## src/rtl/key_edge_detect.sv

```systemverilog
// key_edge_detect
//
// Input front end for one mechanical key. The raw pin is brought into the CLK
// domain through a three-stage synchroniser. Edge detection is blanked for
// T100US+1 cycles after reset. After that, every synchronised falling edge
// produces a one-cycle H2L_Sig pulse, and every rising edge a one-cycle
// L2H_Sig pulse. No debouncing is done here; the downstream 20 ms stage
// filters contact bounce.
//
// Optional feature, enabled by defining KEY_DET_LONGPRESS_EN:
//   A long-press detector pulses Long_Sig for one cycle once the key has been
//   held low for LONG_MS milliseconds. It does not auto-repeat. Without the
//   macro, Long_Sig is tied to 0 and the port stays for a stable interface.
//
// Parameters:
//   T100US   blanking length minus one, in CLK cycles
//   T1MS     millisecond prescaler terminal count
//   LONG_MS  long-press threshold in ms (1..1023)
//
// Ports:
//   CLK       system clock
//   RST_n     asynchronous active-low reset
//   Pin_In    raw key pin (idle high, pressed = 0), asynchronous
//   H2L_Sig   one-cycle pulse on a synchronised 1->0 transition
//   L2H_Sig   one-cycle pulse on a synchronised 0->1 transition
//   Long_Sig  one-cycle pulse after the key is held low for LONG_MS ms

module key_edge_detect #(
  parameter logic [15:0] T100US  = 16'd4999,
  parameter logic [15:0] T1MS    = 16'd49999,
  parameter logic [9:0]  LONG_MS = 10'd1000
) (
  input  logic CLK,
  input  logic RST_n,
  input  logic Pin_In,
  output logic H2L_Sig,
  output logic L2H_Sig,
  output logic Long_Sig
);

  logic        s0, s1, s2;
  logic [15:0] blank_cnt;
  logic        armed;

  // The synchroniser resets to the idle (released) level. This means a key
  // already held at reset looks like a transition only in s0/s1. That
  // transition falls inside the blanking window.
  always_ff @(posedge CLK or negedge RST_n) begin
    if (!RST_n) begin
      s0 <= 1'b1;
      s1 <= 1'b1;
      s2 <= 1'b1;
    end else begin
      s0 <= Pin_In;
      s1 <= s0;
      s2 <= s1;
    end
  end

  // The blanking counter stops at T100US. The armed flag latches there until
  // the next reset.
  always_ff @(posedge CLK or negedge RST_n) begin
    if (!RST_n) begin
      blank_cnt <= 16'd0;
      armed     <= 1'b0;
    end else if (!armed) begin
      if (blank_cnt == T100US) begin
        armed <= 1'b1;
      end else begin
        blank_cnt <= blank_cnt + 16'd1;
      end
    end
  end

  // The edge pulses are gated by the registered armed flag. As a result, the
  // first edge that can be reported is the one seen on the cycle after arming.
  always_ff @(posedge CLK or negedge RST_n) begin
    if (!RST_n) begin
      H2L_Sig <= 1'b0;
      L2H_Sig <= 1'b0;
    end else begin
      H2L_Sig <= armed & s2 & ~s1;
      L2H_Sig <= armed & ~s2 & s1;
    end
  end

`ifdef KEY_DET_LONGPRESS_EN
  logic [15:0] pre_cnt;
  logic [9:0]  ms_cnt;
  logic        done;

  // The prescaler and ms counter run only while the key is low and armed.
  // Releasing the key, or being unarmed, clears the whole detector.
  // Long_Sig fires on the prescaler wrap that brings ms_cnt to LONG_MS. After
  // that, done freezes both counters until the key is released.
  always_ff @(posedge CLK or negedge RST_n) begin
    if (!RST_n) begin
      pre_cnt  <= 16'd0;
      ms_cnt   <= 10'd0;
      done     <= 1'b0;
      Long_Sig <= 1'b0;
    end else begin
      Long_Sig <= 1'b0;
      if (!armed || s1) begin
        pre_cnt <= 16'd0;
        ms_cnt  <= 10'd0;
        done    <= 1'b0;
      end else if (!done) begin
        if (pre_cnt == T1MS) begin
          pre_cnt <= 16'd0;
          ms_cnt  <= ms_cnt + 10'd1;
          if ((ms_cnt + 10'd1) == LONG_MS) begin
            Long_Sig <= 1'b1;
            done     <= 1'b1;
          end
        end else begin
          pre_cnt <= pre_cnt + 16'd1;
        end
      end
    end
  end
`else
  assign Long_Sig = 1'b0;
`endif

endmodule

```

## config.mk

```make
export PLATFORM = sky130hd
export DESIGN_NAME = key_edge_detect
export DESIGN_NICKNAME = d
export VERILOG_FILES = /design/src/rtl/key_edge_detect.sv
export SDC_FILE = /design/constraint.sdc
export NUM_CORES = 1
export LEC_CHECK = 0
export CORE_MARGIN = 2
export CORE_UTILIZATION = 40
export CTS_BUF_LIST = sky130_fd_sc_hd__clkbuf_4 sky130_fd_sc_hd__clkbuf_8
export DETAILED_ROUTE_END_ITERATION = 6
export HOLD_SLACK_MARGIN = 0.1
export PLACE_DENSITY = 0.61
export REMOVE_ABC_BUFFERS = 1
export SLEW_MARGIN = 10
export SYNTH_ARGS = -nofsm -noshare
export SYNTH_HDL_FRONTEND = slang
export SYNTH_SLANG_ARGS = --single-unit
```

## constraint.sdc

```tcl
create_clock -name CLK -period 2.9 [get_ports CLK]
set_input_delay 0.87 -clock CLK [delete_from_list [all_inputs] [get_ports CLK]]
set_output_delay 0.87 -clock CLK [all_outputs]
set_load 0.1 [all_outputs]
```

==> reports/metrics.yaml, run 1 <==
worst_pin_slew_ns: 0.6019
synth_top_family_by_area: "simple AND/OR/NAND/NOR gates"
drtIter0Drc: 1
avgSynthCellArea_sq_um: 12.86
worstPathBufferInverterCount: 1
hold_class: "register to register"
cellPowerDensity_nw_per_um2: 443.7
finalHoldViolations: 0
track_usage_pct: 13.22
maxCapViolCount: 0
layout_commonest_cell: "dfrtp_1"
dr_total_vias: 573
crit_fanout: 1
portBuffers: 4
synth_fa_ha_area_share_pct: 2.494
grt.overflow.total: 0
path_delay_family: "flip-flops"
status: "finished clean"
p_switching_mw: 0.1029
rows: 18
setup_slack_ns: 1.086
ir_drop_v: 0.0002187
initial_core_util_pct: 41.26
slew_violations: 0
ctsResizeCount: 0
io_pins: 6
layout_min_cycle_time_ns: 1.814
worstPathArrival_ns: 0.94
synthTopCellsByArea: "dfrtp_1, xor2_1, dfstp_2, nor4b_2, xnor2_1"
fin_crit_sh_pct: 62.56
cts_tree: "done"
power_frac_comb_pct: 3.0
root_buffer: "clkbuf_4"
ys_ff_latch: 22
clk_latency_ns: 0.31
cts_hold_buf: 0
grt_setup_unrepaired: "no"
finalSetupTns_ns: 0
rrSetupSlack_ns: 1.26
cp.required_ns: 2.03
antenna_found_initial: 0
ys_types: 26
clk_pin_slew_worst_paths_ns: 0.11
slew_headroom_pct: 59.75
power.internal_mw: 0.3906
die_area_sq_um: 2925
netlist_area_sq_um: 1003
ant_nets: 0
drt-wirelength-per-cell_microns: 13.72
grt_max_degree: 15
netlist.area_leader.share_pct: 47.38
cts_setup_buffers: 0
nets: 92
numCtsBuffers: 3
end_kind: "output pin"
drtPass1Iterations: 2
cts.sinks: 22
ctsLongestPathBuffers: 2
cp-start-kind: "register"
skew_ns: 0.001412
yosysTopAreaCell: "dfrtp_1"
synth_compound_area_share_pct: 1.621
path_class: "register to output pin"
clkPwrFrac_pct: 33.9
wl_mm: 1.591
swShare_pct: 20.86
grt_first_pass_wirelength_mm: 2.663
crit_path_top_delay_cell: "dfrtp_1"
final_cell_mix: "dfrtp_1, xor2_1, nand2_1"
die_y_microns: 54.09
pwr-share-seq_pct: 63.1
pre_cts_slack_ns: 1.030
synth_xor_area_share_pct: 13.09
yosys.area_share.simple_pct: 24.19
h-tree-depth: 1
finalWeightedCongestion: 0.7357
grt_pass1_vias: 546
worst_path_largest_cell_delay_ns: 0.35
crit_chain: "buf_4"
syn_to_final_growth_pct: 10.85
setup_violations: 0
netlist_instances: 78
p_leak_nw: 0.5278
hpwl_mm: 1.160
yosysWarnings: 0
max_freq_mhz: 551.2
drc: 0
synthMuxAreaShare_pct: 1.122
synth_seq_area_share_pct: 55.24
die_w_microns: 54.09
via_per_inst: 4.940
core_area_sq_um: 2432
diodes: 0
drive_above_1_share_pct: 22.09
-- cell usage after synthesis --
library cell,number
dfrtp_1,19
xor2_1,11
conb_1,1
and4_4,1
nand3_1,4
mux2_2,1
nor2b_1,1
and2b_1,1
nand2_1,5
buf_4,1
nand4_4,1
a41oi_2,1
and3_1,3
nor4_2,1
nor4b_2,3
nand2b_1,1
dfstp_2,3
or3_1,1
xnor2_1,4
inv_1,3
and3b_1,1
ha_1,2
nor2_1,4
and4_1,1
nor3_1,3
nor4_4,1
-- cell type report --
class / instances / area (sq um)
Clock buffer: 4 / 36.28
Tap cell: 30 / 37.54
Multi-Input combinational cell: 52 / 430.4
Inverter: 3 / 11.26
Sequential cell: 22 / 554.3
Timing Repair Buffer: 5 / 42.54
Fill cell: 216 / 1320
-- stage by stage --
| stage | hold WS [ns] | cell area (sq um) | total power [mW] | utilization, % | instances |
|---|---|---|---|---|---|
| 2_1_floorplan | 0.3452 | 996.0 | 0.3228 | - | 77 |
| 3_3_place_gp | 0.3458 | 1076 | 0.3321 | 44.24 | 112 |
| 3_5_place_dp | 0.3472 | 1076 | 0.3325 | 44.24 | 112 |
| 4_1_cts | 0.3649 | 1112 | 0.5004 | 45.73 | 116 |
| 5_1_grt | 0.3672 | 1112 | 0.5168 | 45.73 | 116 |
| 6_report | 0.3634 | 1112 | 0.4935 | 45.73 | 116 |
-- power groups by stage --
stage / logic (mW) / registers (mW) / clock network, mW
3_3_place_gp: 0.0151 / 0.317 / 0
3_5_place_dp: 0.0153 / 0.317 / 0
5_1_grt: 0.0164 / 0.312 / 0.189
4_1_cts: 0.0152 / 0.312 / 0.174
2_1_floorplan: 0.00573 / 0.317 / 0
6_report: 0.0147 / 0.311 / 0.167
-- flip-flops by register name, indices dropped and copies added (netlist names) --
signal and count:
s2 1, blank_cnt 16, s1 1, L2H_Sig 1, s0 1, H2L_Sig 1, armed 1
-- path summary, 6_finish.rpt --
kind / startpoint / end / cells after the start
max in group asynchronous: RST_n / blank_cnt[15] / 2
min in group asynchronous: RST_n / armed / 1
setup / recovery: H2L_Sig / H2L_Sig / 1
hold / removal: s0 / s1 / 0
hold reg to reg: s0 / s1 / 0
setup reg to reg: blank_cnt[0] / blank_cnt[1] / 4
-- kinds of logic (layout without fill, tap and decap cells) --
family                     count (synthesis)  count (layout)
DFF                                       22              22
AOI/OAI and AO/OA                          1               1
muxes                                      1               1
xor gates and xnor gates                  15              15
adders and majority gates                  2               2
other                                      1               1
and+or+nand+nor                           32              32
buffers and inverters                      4              12
-- metal layers --
metal  share of wire (%)  GRT usage, %  routed length (microns)
met5                   0             0                        0
met4                 1.2         7.500                       19
met3                 2.1         2.500                       33
met2                  47         19.72                      754
met1                  49         17.85                      783
No activity file was read; power rests on OpenSTA's default activity.
==> inputs of run 2 (changes only) <==
--- a/config.mk
+++ b/config.mk
@@ -10,7 +10,7 @@
 export CTS_BUF_LIST = sky130_fd_sc_hd__clkbuf_4 sky130_fd_sc_hd__clkbuf_8
 export DETAILED_ROUTE_END_ITERATION = 6
 export HOLD_SLACK_MARGIN = 0.1
-export PLACE_DENSITY = 0.61
+export PLACE_DENSITY = 0.64
 export REMOVE_ABC_BUFFERS = 1
 export SLEW_MARGIN = 10
 export SYNTH_ARGS = -nofsm -noshare
==> constraint.sdc (replaced) <==
create_clock -name CLK -period 1.5 [get_ports CLK]
set_input_delay 0.45 -clock CLK [delete_from_list [all_inputs] [get_ports CLK]]
set_output_delay 0.45 -clock CLK [all_outputs]
set_load 0.1 [all_outputs]
==> reports/metrics.yaml, run 2 (synthesized netlist as in run 1, its figures left out) <==
pwr-share-seq_pct: 62.9  # -0.2 points
worstPathArrival_ns: 1.75  # +0.81 ns
cp.required_ns: 1.70  # -0.33 ns
end_kind: "register"
power.internal_mw: 0.7585  # +94%
fin_cells: 132  # +14%
r2r_end: "blank_cnt[10]"
slew_violations: 0  # unchanged
maxCapViolCount: 0  # unchanged
max_freq_mhz: 646.6
numCtsBuffers: 3  # unchanged
seqCellArea_sq_um: 554.3  # unchanged
die_y_microns: 54.09  # unchanged
diodes: 0  # unchanged
worst_path_largest_cell_delay_ns: 0.41  # +0.06 ns
cellPowerDensity_nw_per_um2: 712.5  # +61%
grt_first_pass_wirelength_mm: 2.898  # +8.8%
dp.cells: 124  # +11%
via_per_inst: 4.985  # +0.91%
cts_tree: "done"
dr_total_vias: 658  # +15%
rows: 18  # unchanged
fin_crit_sh_pct: 103.1
grt_pass1_vias: 692  # +27%
antenna_found_initial: 0  # unchanged
crit_path_top_delay_cell: "dfrtp_1"
finalHoldViolations: 0  # unchanged
grt.overflow.total: 0  # unchanged
drtIter0Drc: 4  # +3
crit_path_end: "blank_cnt[10]"
nets: 108  # +17%
pre_cts_slack_ns: -0.05715  # -1.087 ns
grt_max_degree: 23  # +8
h-tree-depth: 1  # unchanged
crit_chain: "buf_4 -> ha_1 -> and3_4 -> nand3_4 -> or3_4 -> xnor2_1"
hold_class: "register to register"
cts.sinks: 22  # unchanged
swShare_pct: 20.78  # -0.078 points
setup_slack_ns: -0.04649  # -1.132 ns
r2r-start: "blank_cnt[0]"
critPathLaunch: "blank_cnt[0]"
clk_pin_slew_worst_paths_ns: 0.12  # about the same
worstRegToRegCells: 6  # +2
setup_violations: 4  # +4
portBuffers: 4  # unchanged
die_area_sq_um: 2925  # unchanged
grt_setup_unrepaired: "yes"
ctsLongestPathBuffers: 2  # unchanged
p_switching_mw: 0.1990  # +93%
cts_hold_buf: 0  # unchanged
largest_reg_flops: 16  # unchanged
drc: 0  # unchanged
die_w_microns: 54.09  # unchanged
core_area_sq_um: 2432  # unchanged
io_pins: 6  # unchanged
initial_core_util_pct: 41.26  # unchanged
worstPathBufferInverterCount: 1  # unchanged
clkPwrFrac_pct: 33.6  # -0.3 points
root_buffer: "clkbuf_4"
layout_min_cycle_time_ns: 1.546
fill_cells: 198  # -8.3%
top_register: "blank_cnt"
path_class: "register to register"
track_usage_pct: 14.11  # +0.89 points
finalWeightedCongestion: 0.7231  # -1.7%
final_cell_mix: "dfrtp_1, buf_4, xor2_1, nand2_1, xnor2_1"
layout_commonest_cell: "dfrtp_1"
clk_latency_ns: 0.30  # about the same
drt-wirelength-per-cell_microns: 13.14  # -4.2%
status: "finished, violations left"
crit_fanout: 5  # +4
multi_input_area_sq_um: 500.5  # +16%
skew_ns: 0.002790  # +0.001377 ns
failed_checks: "negative setup slack"
path_delay_family: "simple AND/OR/NAND/NOR gates"
critical_path_depth: 6  # +5
ant_nets: 0  # unchanged
fin_util_pct: 55.25  # +9.5 points
syn_to_final_growth_pct: 33.92
drtPass1Iterations: 4  # +2
p_leak_nw: 0.6549  # +24%
holdCritStartpoint: "s0"
ir_drop_v: 0.0003945  # +80%
power_frac_comb_pct: 3.5  # +0.5 points
rrSetupSlack_ns: -0.05  # -1.31 ns
drive_above_1_share_pct: 42.16  # +20 points
hpwl_mm: 1.224  # +5.5%
cp-start-kind: "register"
wl_mm: 1.735  # +9.1%
[run 2: cell types whose count changed in the layout (fill, tap and decap cells not counted), moves of 2 or more]
cell	delta
buf_12	+3
buf_4	+12
nor3_1	-3
nor3_2	+2
[run 2: per-stage QoR]
| stage | setup TNS (ns) | hold slack, ns | power (mW) | area, sq um |
|---|---|---|---|---|
| floorplan | -0.005834 | 0.1544 | 0.6240 | 996.0 |
| global placement | -0.04575 | 0.3463 | 0.6472 | 1204 |
| detailed placement | -0.1589 | 0.3510 | 0.6479 | 1204 |
| CTS | -0.05080 | 0.3686 | 0.9655 | 1260 |
| global route | -0.9589 | 0.3767 | 1.004 | 1344 |
| finish | -0.08621 | 0.3672 | 0.9575 | 1344 |
[run 2: worst min path at each step]
stage | end | cells after the start
3_3_place_gp | s1 | 0
3_5_place_dp | s1 | 0
6_report | s1 | 0
4_1_cts | s1 | 0
5_1_grt | s1 | 0
2_1_floorplan | H2L_Sig | 0
[run 2: worst reg2reg max path, stage by stage, from the launching register on]
cell	delay [ns]
dfrtp_1	0.41
buf_4	0.13
ha_1	0.15
and3_4	0.20
nand3_4	0.09
or3_4	0.35
xnor2_1	0.13
[run 2: power groups by stage]
stage	combinational, mW	sequential [mW]	clock, mW
floorplan	0.0111	0.613	0
global placement	0.0341	0.613	0
detailed placement	0.0344	0.613	0
CTS	0.0345	0.602	0.329
global route	0.0366	0.603	0.364
finish	0.0332	0.602	0.322
[run 2: area by class of cell]
cell class / count / share of cell area, %
clock buffers: 4 / 2.700
inverters: 3 / 0.8380
multi-input cells: 52 / 37.24
flip-flops and latches: 22 / 41.25
well taps: 30 / 2.793
repair buffers: 21 / 15.18
[run 2: layer usage]
metal,global-route usage (%),part of all wire (%),vias to the layer above
li1,-,-,312
met1,16.52,44,333
met2,24.39,52,9
met3,3.333,2.3,4
met4,6.250,2.0,0
met5,0,0,-
[run 2: repair_timing]
action / CTS / global route
hold endpoints to repair: 0 / 0
gates resized for setup: 4 / 10
setup buffers: 0 / 4
cloned: 0 / 0
setup endpoints to repair: 5 / 12
pin swaps: 3 / 9
